**src/rtl/boot_pkg.sv**
```systemverilog
// rtl/boot_pkg.sv - shared constants, loader state encoding and baud divisor helper
package boot_pkg;

  localparam logic [7:0] SYNC_BYTE = 8'hA5;

  typedef enum logic [2:0] {
    ST_IDLE,
    ST_CNT_HI,
    ST_CNT_LO,
    ST_DATA,
    ST_CHK,
    ST_RUN
  } load_state_e;

  function automatic int unsigned calc_div(input int unsigned clk_hz, input int unsigned baud);
    return clk_hz / baud;
  endfunction

endpackage

```
**src/rtl/boot_if.sv**
```systemverilog
// rtl/boot_if.sv - received-byte stream between the UART receiver and the loader
interface boot_if;
  logic [7:0] tdata;
  logic       tvalid;
  logic       frame_err;

  modport master (output tdata, output tvalid, output frame_err);
  modport slave  (input  tdata, input  tvalid, input  frame_err);
endinterface

```
**src/rtl/uart_rx.sv**
```systemverilog
// rtl/uart_rx.sv - 8N1 receiver: synchronizer, false-start rejection, stop-bit framing check
module uart_rx #(
  parameter int unsigned DIV = 10
) (
  input  logic   i_clk,
  input  logic   i_arst_n,
  input  logic   i_rx,
  boot_if.master rx_o
);

  localparam int unsigned CNT_W = $clog2(DIV);
  localparam logic [CNT_W-1:0] HALF = CNT_W'(DIV / 2 - 1);
  localparam logic [CNT_W-1:0] FULL = CNT_W'(DIV - 1);

  typedef enum logic [1:0] {RX_IDLE, RX_START, RX_DATA, RX_STOP} rx_state_e;

  rx_state_e        state_q;
  logic [2:0]       sync_q;
  logic [CNT_W-1:0] cnt_q;
  logic [2:0]       bit_q;
  logic [7:0]       shift_q;
  logic [7:0]       data_q;
  logic             valid_q;
  logic             ferr_q;

  // sync_q[1] is the synchronized line, sync_q[2] its previous value for edge detection
  always_ff @(posedge i_clk or negedge i_arst_n) begin
    if (!i_arst_n) begin
      state_q <= RX_IDLE;
      sync_q  <= 3'b111;
      cnt_q   <= '0;
      bit_q   <= '0;
      shift_q <= '0;
      data_q  <= '0;
      valid_q <= 1'b0;
      ferr_q  <= 1'b0;
    end else begin
      sync_q  <= {sync_q[1:0], i_rx};
      valid_q <= 1'b0;
      ferr_q  <= 1'b0;
      case (state_q)
        RX_IDLE: begin
          if (sync_q[2] && !sync_q[1]) begin
            state_q <= RX_START;
            cnt_q   <= '0;
          end
        end
        RX_START: begin
          if (cnt_q == HALF) begin
            cnt_q   <= '0;
            bit_q   <= '0;
            state_q <= sync_q[1] ? RX_IDLE : RX_DATA;
          end else begin
            cnt_q <= cnt_q + 1'b1;
          end
        end
        RX_DATA: begin
          if (cnt_q == FULL) begin
            cnt_q   <= '0;
            shift_q <= {sync_q[1], shift_q[7:1]};
            bit_q   <= bit_q + 1'b1;
            if (bit_q == 3'd7) state_q <= RX_STOP;
          end else begin
            cnt_q <= cnt_q + 1'b1;
          end
        end
        RX_STOP: begin
          if (cnt_q == FULL) begin
            state_q <= RX_IDLE;
            if (sync_q[1]) begin
              data_q  <= shift_q;
              valid_q <= 1'b1;
            end else begin
              ferr_q <= 1'b1;
            end
          end else begin
            cnt_q <= cnt_q + 1'b1;
          end
        end
        default: state_q <= RX_IDLE;
      endcase
    end
  end

  assign rx_o.tdata     = data_q;
  assign rx_o.tvalid    = valid_q;
  assign rx_o.frame_err = ferr_q;

endmodule

```
**src/rtl/uart_boot_loader.sv**
```systemverilog
// rtl/uart_boot_loader.sv - framed UART image loader; writes words from address 0 and releases the CPU on a good checksum
module uart_boot_loader
  import boot_pkg::*;
#(
  parameter int unsigned CLK_HZ = 50_000_000,
  parameter int unsigned BAUD   = 115200,
  parameter int unsigned ADDR_W = 10
) (
  input  logic              i_clk,
  input  logic              i_arst_n,
  input  logic              i_rx,
  output logic              o_mem_we,
  output logic [ADDR_W-1:0] o_mem_addr,
  output logic [31:0]       o_mem_wdata,
  output logic              o_cpu_rst_n,
  output logic              o_busy,
  output logic              o_err
);

  localparam int unsigned DIV = calc_div(CLK_HZ, BAUD);
  localparam logic [16:0] MAX_WORDS = 17'(1) << ADDR_W;

  boot_if rx_if ();

  uart_rx #(.DIV(DIV)) u_rx (
    .i_clk    (i_clk),
    .i_arst_n (i_arst_n),
    .i_rx     (i_rx),
    .rx_o     (rx_if)
  );

  load_state_e       state_q;
  logic [7:0]        cnt_hi_q;
  logic [16:0]       words_left_q;
  logic [1:0]        byte_idx_q;
  logic [7:0]        sum_q;
  logic [23:0]       asm_q;
  logic [ADDR_W-1:0] addr_q;
  logic              mem_we_q;
  logic [ADDR_W-1:0] mem_addr_q;
  logic [31:0]       mem_wdata_q;
  logic              cpu_rst_n_q;
  logic              busy_q;
  logic              err_q;

  logic [16:0] count_w;
  logic        in_frame;
  assign count_w  = {1'b0, cnt_hi_q, rx_if.tdata};
  assign in_frame = (state_q != ST_IDLE) && (state_q != ST_RUN);

  always_ff @(posedge i_clk or negedge i_arst_n) begin
    if (!i_arst_n) begin
      state_q      <= ST_IDLE;
      cnt_hi_q     <= '0;
      words_left_q <= '0;
      byte_idx_q   <= '0;
      sum_q        <= '0;
      asm_q        <= '0;
      addr_q       <= '0;
      mem_we_q     <= 1'b0;
      mem_addr_q   <= '0;
      mem_wdata_q  <= '0;
      cpu_rst_n_q  <= 1'b0;
      busy_q       <= 1'b0;
      err_q        <= 1'b0;
    end else begin
      mem_we_q <= 1'b0;
      if (rx_if.frame_err && in_frame) begin
        err_q   <= 1'b1;
        busy_q  <= 1'b0;
        state_q <= ST_IDLE;
      end else if (rx_if.tvalid) begin
        case (state_q)
          ST_IDLE: begin
            if (rx_if.tdata == SYNC_BYTE) begin
              err_q   <= 1'b0;
              busy_q  <= 1'b1;
              state_q <= ST_CNT_HI;
            end
          end
          ST_CNT_HI: begin
            cnt_hi_q <= rx_if.tdata;
            state_q  <= ST_CNT_LO;
          end
          ST_CNT_LO: begin
            sum_q <= '0;
            if (count_w > MAX_WORDS) begin
              err_q   <= 1'b1;
              busy_q  <= 1'b0;
              state_q <= ST_IDLE;
            end else if (count_w == '0) begin
              state_q <= ST_CHK;
            end else begin
              words_left_q <= count_w;
              addr_q       <= '0;
              byte_idx_q   <= '0;
              state_q      <= ST_DATA;
            end
          end
          ST_DATA: begin
            asm_q      <= {asm_q[15:0], rx_if.tdata};
            sum_q      <= sum_q + rx_if.tdata;
            byte_idx_q <= byte_idx_q + 1'b1;
            // Output address is a separate register so it holds between writes
            if (byte_idx_q == 2'd3) begin
              mem_we_q     <= 1'b1;
              mem_addr_q   <= addr_q;
              mem_wdata_q  <= {asm_q, rx_if.tdata};
              addr_q       <= addr_q + 1'b1;
              words_left_q <= words_left_q - 17'd1;
              if (words_left_q == 17'd1) state_q <= ST_CHK;
            end
          end
          ST_CHK: begin
            busy_q <= 1'b0;
            if (rx_if.tdata == sum_q) begin
              cpu_rst_n_q <= 1'b1;
              state_q     <= ST_RUN;
            end else begin
              err_q   <= 1'b1;
              state_q <= ST_IDLE;
            end
          end
          ST_RUN: begin
            if (rx_if.tdata == SYNC_BYTE) begin
              cpu_rst_n_q <= 1'b0;
              err_q       <= 1'b0;
              busy_q      <= 1'b1;
              state_q     <= ST_CNT_HI;
            end
          end
          default: state_q <= ST_IDLE;
        endcase
      end
    end
  end

  assign o_mem_we    = mem_we_q;
  assign o_mem_addr  = mem_addr_q;
  assign o_mem_wdata = mem_wdata_q;
  assign o_cpu_rst_n = cpu_rst_n_q;
  assign o_busy      = busy_q;
  assign o_err       = err_q;

endmodule
```
**config.mk**
```make
export PLATFORM = sky130hd
export DESIGN_NAME = uart_boot_loader
export DESIGN_NICKNAME = d
export VERILOG_FILES = /design/src/rtl/boot_pkg.sv /design/src/rtl/boot_if.sv /design/src/rtl/uart_rx.sv /design/src/rtl/uart_boot_loader.sv
export SDC_FILE = /design/constraint.sdc
export NUM_CORES = 1
export LEC_CHECK = 0
export CORE_ASPECT_RATIO = 0.75
export CORE_MARGIN = 2
export CORE_UTILIZATION = 66
export CTS_BUF_LIST = sky130_fd_sc_hd__clkbuf_2
export CTS_CLUSTER_DIAMETER = 30
export DETAILED_ROUTE_END_ITERATION = 8
export DONT_BUFFER_PORTS = 1
export GPL_ROUTABILITY_DRIVEN = 0
export PLACE_DENSITY_LB_ADDON = 0.3
export SYNTH_ARGS = -nofsm -noshare
export SYNTH_HDL_FRONTEND = slang
export SYNTH_SLANG_ARGS = --single-unit
```
**constraint.sdc**
```tcl
create_clock -name i_clk -period 2.4 [get_ports i_clk]
set_clock_uncertainty 0.1 [all_clocks]
set_input_delay 0.36 -clock i_clk [delete_from_list [all_inputs] [get_ports i_clk]]
set_output_delay 0.36 -clock i_clk [all_outputs]
set_load 0.01 [all_outputs]
```
==> metrics.md <==
| Metric | Value |
|---|---|
| Total GRT Usage | 29.3% |
| Final setup viols | 0 |
| WS Path Type | flip-flop to flip-flop |
| Slew Viols, Final | 0 |
| # DRC | 0 |
| Die ar. | 11,800 sq um |
| # Max-Cap Violations | 0 |
| P&R area growth vs syn | 9.14% |
| CP Launch Type | flip-flop |
| Antenna Cells | 0 |
| Leakage | around 4.0 nW |
| I/O Buffers | 0 |
| Period utilization | 99.7% |
| Violated checks | negative hold slack |
| Fmax | 418 MHz |
| Drt pass-1 iters | 5 |
| Total Routed Length | 16.1 mm |
| Final net count | ~790 |
| # H-tree levels | 4 |
| Final Hold Viols | about 150 |
| Via count | roughly 5,600 |
| Sum Neg Setup Slack | 0 ns |
| RSZ-0062 raised after global routing | yes |
| Post-route cell area | 7850 sq um |
| Outcome | finished with violations |
| Post-synthesis sequential area ratio | 53.3% |
| Initial Utilization | between 60% and 70% |
| Detailed Route Iter0 Violations | between 500 and 600 |
| Max transition margin | 63.6% |
| Reg2reg start | words_left_q[12] |
| I/O Pins | 49 |
| Syn Inst Count | 746 |
| Number of synthesized flops with an enable pin | 0 |
| Crit. End Element | flip-flop |
| Flop-to-flop setup slack | approximately 0.0077 ns |
| Layout cells sized above 1 | between 10% and 20% |
| Die Ht | approximately 94 um |
| Fillers | 708 |
| Cell variety after synth | 66 |
| Maximum VDD drop | 0.692 mV |
| Vias in the first global route | 5,642 |
| Via-per-instance ratio | 6.13 |
| Clk slew on worst S/H paths | 0.26 ns |
| Syn_nets | 770 |
| HP Class | primary input to asynchronous set/reset pin |
| Power Dens Cells | between 600 and 700 nW/um^2 |
| FF-to-FF End | state_q[1] |
| Syn. warnings | 0 |
| Finished Layout Cells | 917 |
| Async SR Flop Fraction | between 90% and 100% |
| CTS tree | yes |
| First-pass GRT wire length | 27.3 mm |
| Die Width | 125 um |
| Commonest register cell after synthesis | dfrtp_1 |
| HPWL Detailed | 10.6 mm |
| Clk_lat worst skew | 0.74 ns |
| Worst r2r path cells | 6 |
| Cts bufs inserted | 17 |
| Placed inst area | roughly 7400 sq um |
| CP required | about 2.9 ns |
| Actual slew at the worst max-slew pin | around 0.54 ns |
| Clock sink total | about 150 |
| Mean Syn Cell Area | 9.64 sq um |
| Initial antenna violation count | 0 |
| Placed Cells | 878 |
| Crit-path max FO | 4 |
| Synth Cell Area | roughly 7200 sq um |
| WP data arrival | 2.90 ns |
| Avg WL per Cell | 17.6 um |
| Post-synthesis register bit count | roughly 150 |
| Final hold slack | -0.840 ns |
| GR Overflow Total | 0 |
| # rows | 32 |
| Crit path time final | 2.39 ns |
| Clock tree root buffer cell | clkbuf_2 |
| Clock Path Buffers | 2 |
| Antenna violation net count after detailed routing | 0 |
| Core region area | 10,500 sq um |
| Pin count of the biggest net entering global routing | about 150 |
-- metal layers --
metal  up-vias  wire [um]  global-route usage, %  part of all wire (%)
li1       2591          -                      -                     -
met1      2732       6850                   39.1                    42
met2       253       7630                   47.7                    47
met3        47       1270                   7.65                   7.9
met4         0        384                   9.93                   2.4
met5         -          0                      0                     0
-- cell type report --
cell class | count | area [sq um] | share of cell area (%)
clock buffers | 17 | 85.1 | 1.08
clock inverters | 15 | 205 | 2.62
inverters | 19 | 71.3 | 0.909
multi-input cells | 544 | 3200 | 40.8
flip-flops and latches | 153 | 3830 | 48.9
well taps | 136 | 170 | 2.17
repair buffers | 33 | 278 | 3.54
-- worst max-delay path by stage --
stage                            start               to  slack (ns)  cells after the start
finish                words_left_q[12]       state_q[1]       0.008                      6
global route        u_rx.rx_o.tdata[1]      o_cpu_rst_n       -0.06                      7
CTS                 u_rx.rx_o.tdata[1]         sum_q[7]        0.01                      8
detailed placement  u_rx.rx_o.tdata[4]      o_cpu_rst_n       0.007                      7
global placement    u_rx.rx_o.tdata[5]      o_cpu_rst_n        0.08                      7
floorplan           u_rx.rx_o.tdata[1]  words_left_q[0]        0.21                      7
-- timing repair --
action | CTS | global route
pin swaps | 0 | 2
endpoints found under the hold margin | 154 | 154
buffers inserted | 0 | 5
resized for setup | 3 | 9
hold buffers | 1 | 1
endpoints found under the setup margin | 2 | 19
-- through the flow --
stage | hold slack, ns | setup slack, ns | total power, W | utilization (%)
after floorplan | -0.0356 | 0.211 | 0.00312 | -
after global placement | -0.0313 | 0.0824 | 0.00320 | 71.2
after detailed placement | -0.0324 | 0.00738 | 0.00325 | 71.2
after CTS | -0.874 | 0.0110 | 0.00491 | 74.2
after global routing | -0.900 | -0.0611 | 0.00512 | 75.1
final | -0.840 | 0.00766 | 0.00491 | 75.1
-- cells by family after synthesis --
family,Yosys count,synth area share [%]
buffers and inverters,49,2.94
muxes,31,4.80
AOI/OAI and AO/OA,117,10.4
and+or+nand+nor,359,22.8
xor gates and xnor gates,16,1.95
adders and majority gates,21,3.76
DFF,153,53.3
-- registers in the layout, summed over array words and instances (netlist names), 2 cells and up, named ones only --
| register | cells |
|---|---|
| cnt_hi_q | 8 |
| u_rx.bit_q | 3 |
| state_q | 3 |
| u_rx.sync_q | 3 |
| o_mem_addr | 10 |
| byte_idx_q | 2 |
| o_mem_wdata | 32 |
| u_rx.cnt_q | 9 |
| asm_q | 24 |
| sum_q | 8 |
| addr_q | 10 |
| words_left_q | 17 |
| u_rx.rx_o.tdata | 8 |
| u_rx.shift_q | 8 |
-- report_power, final --
part / leakage (nW) / switching [W] / internal, W
registers: 2.12 / 0.0000611 / 0.00264
clock network: 0.171 / 0.00104 / 0.000631
logic: 1.75 / 0.000336 / 0.000204
total: 4.04 / 0.00143 / 0.00347
-- worst max-delay path: stages, from the launching register on --
cell	delay [ns]
dfrtp_1	0.45
or4_4	0.56
or3_1	0.37
nor2_2	0.15
a221oi_1	0.09
a21o_1	0.21
a221o_1	0.35
-- cell usage in the layout, fill, tap and decap left out, types with 17 or more instances in the layout --
cell	synthesis	layout
nand3_1	17	17
nor2_1	34	32
o21ai_0	37	37
buf_4	2	29
clkbuf_2	0	17
nand2_1	239	239
a21oi_1	31	30
dfrtp_1	150	149
inv_1	18	18
mux2_2	28	28
ha_1	20	20
-- cells in the mapped netlist, drive strengths merged (2+ instances only) --
master | instances | area share [%]
a2111oi | 2 | 0.50
a21o | 4 | 0.42
a21oi | 37 | 2.9
a221o | 2 | 0.28
a22o | 3 | 0.37
a31oi | 7 | 0.61
and2 | 3 | 0.26
and3 | 6 | 0.52
and4 | 2 | 0.24
buf | 12 | 1.0
clkbuf | 18 | 0.94
dfrtp | 150 | 52
dfstp | 3 | 1.1
ha | 20 | 3.5
inv | 19 | 0.99
mux2 | 28 | 4.4
mux2i | 3 | 0.42
nand2 | 240 | 13
nand2b | 6 | 0.52
nand3 | 17 | 1.2
nand3b | 3 | 0.49
nand4 | 10 | 0.96
nand4b | 2 | 0.24
nor2 | 35 | 1.9
nor2b | 3 | 0.26
nor3 | 10 | 0.77
nor4 | 6 | 0.94
nor4bb | 2 | 0.28
o211ai | 4 | 0.42
o21a | 2 | 0.21
o21ai | 37 | 2.6
o21bai | 2 | 0.21
o31a | 2 | 0.24
o31ai | 4 | 0.42
o41ai | 3 | 0.37
or2 | 4 | 0.35
or3 | 5 | 0.44
or4 | 2 | 0.26
xnor2 | 4 | 0.49
xor2 | 12 | 1.5
No activity file was read; power rests on OpenSTA's default activity.
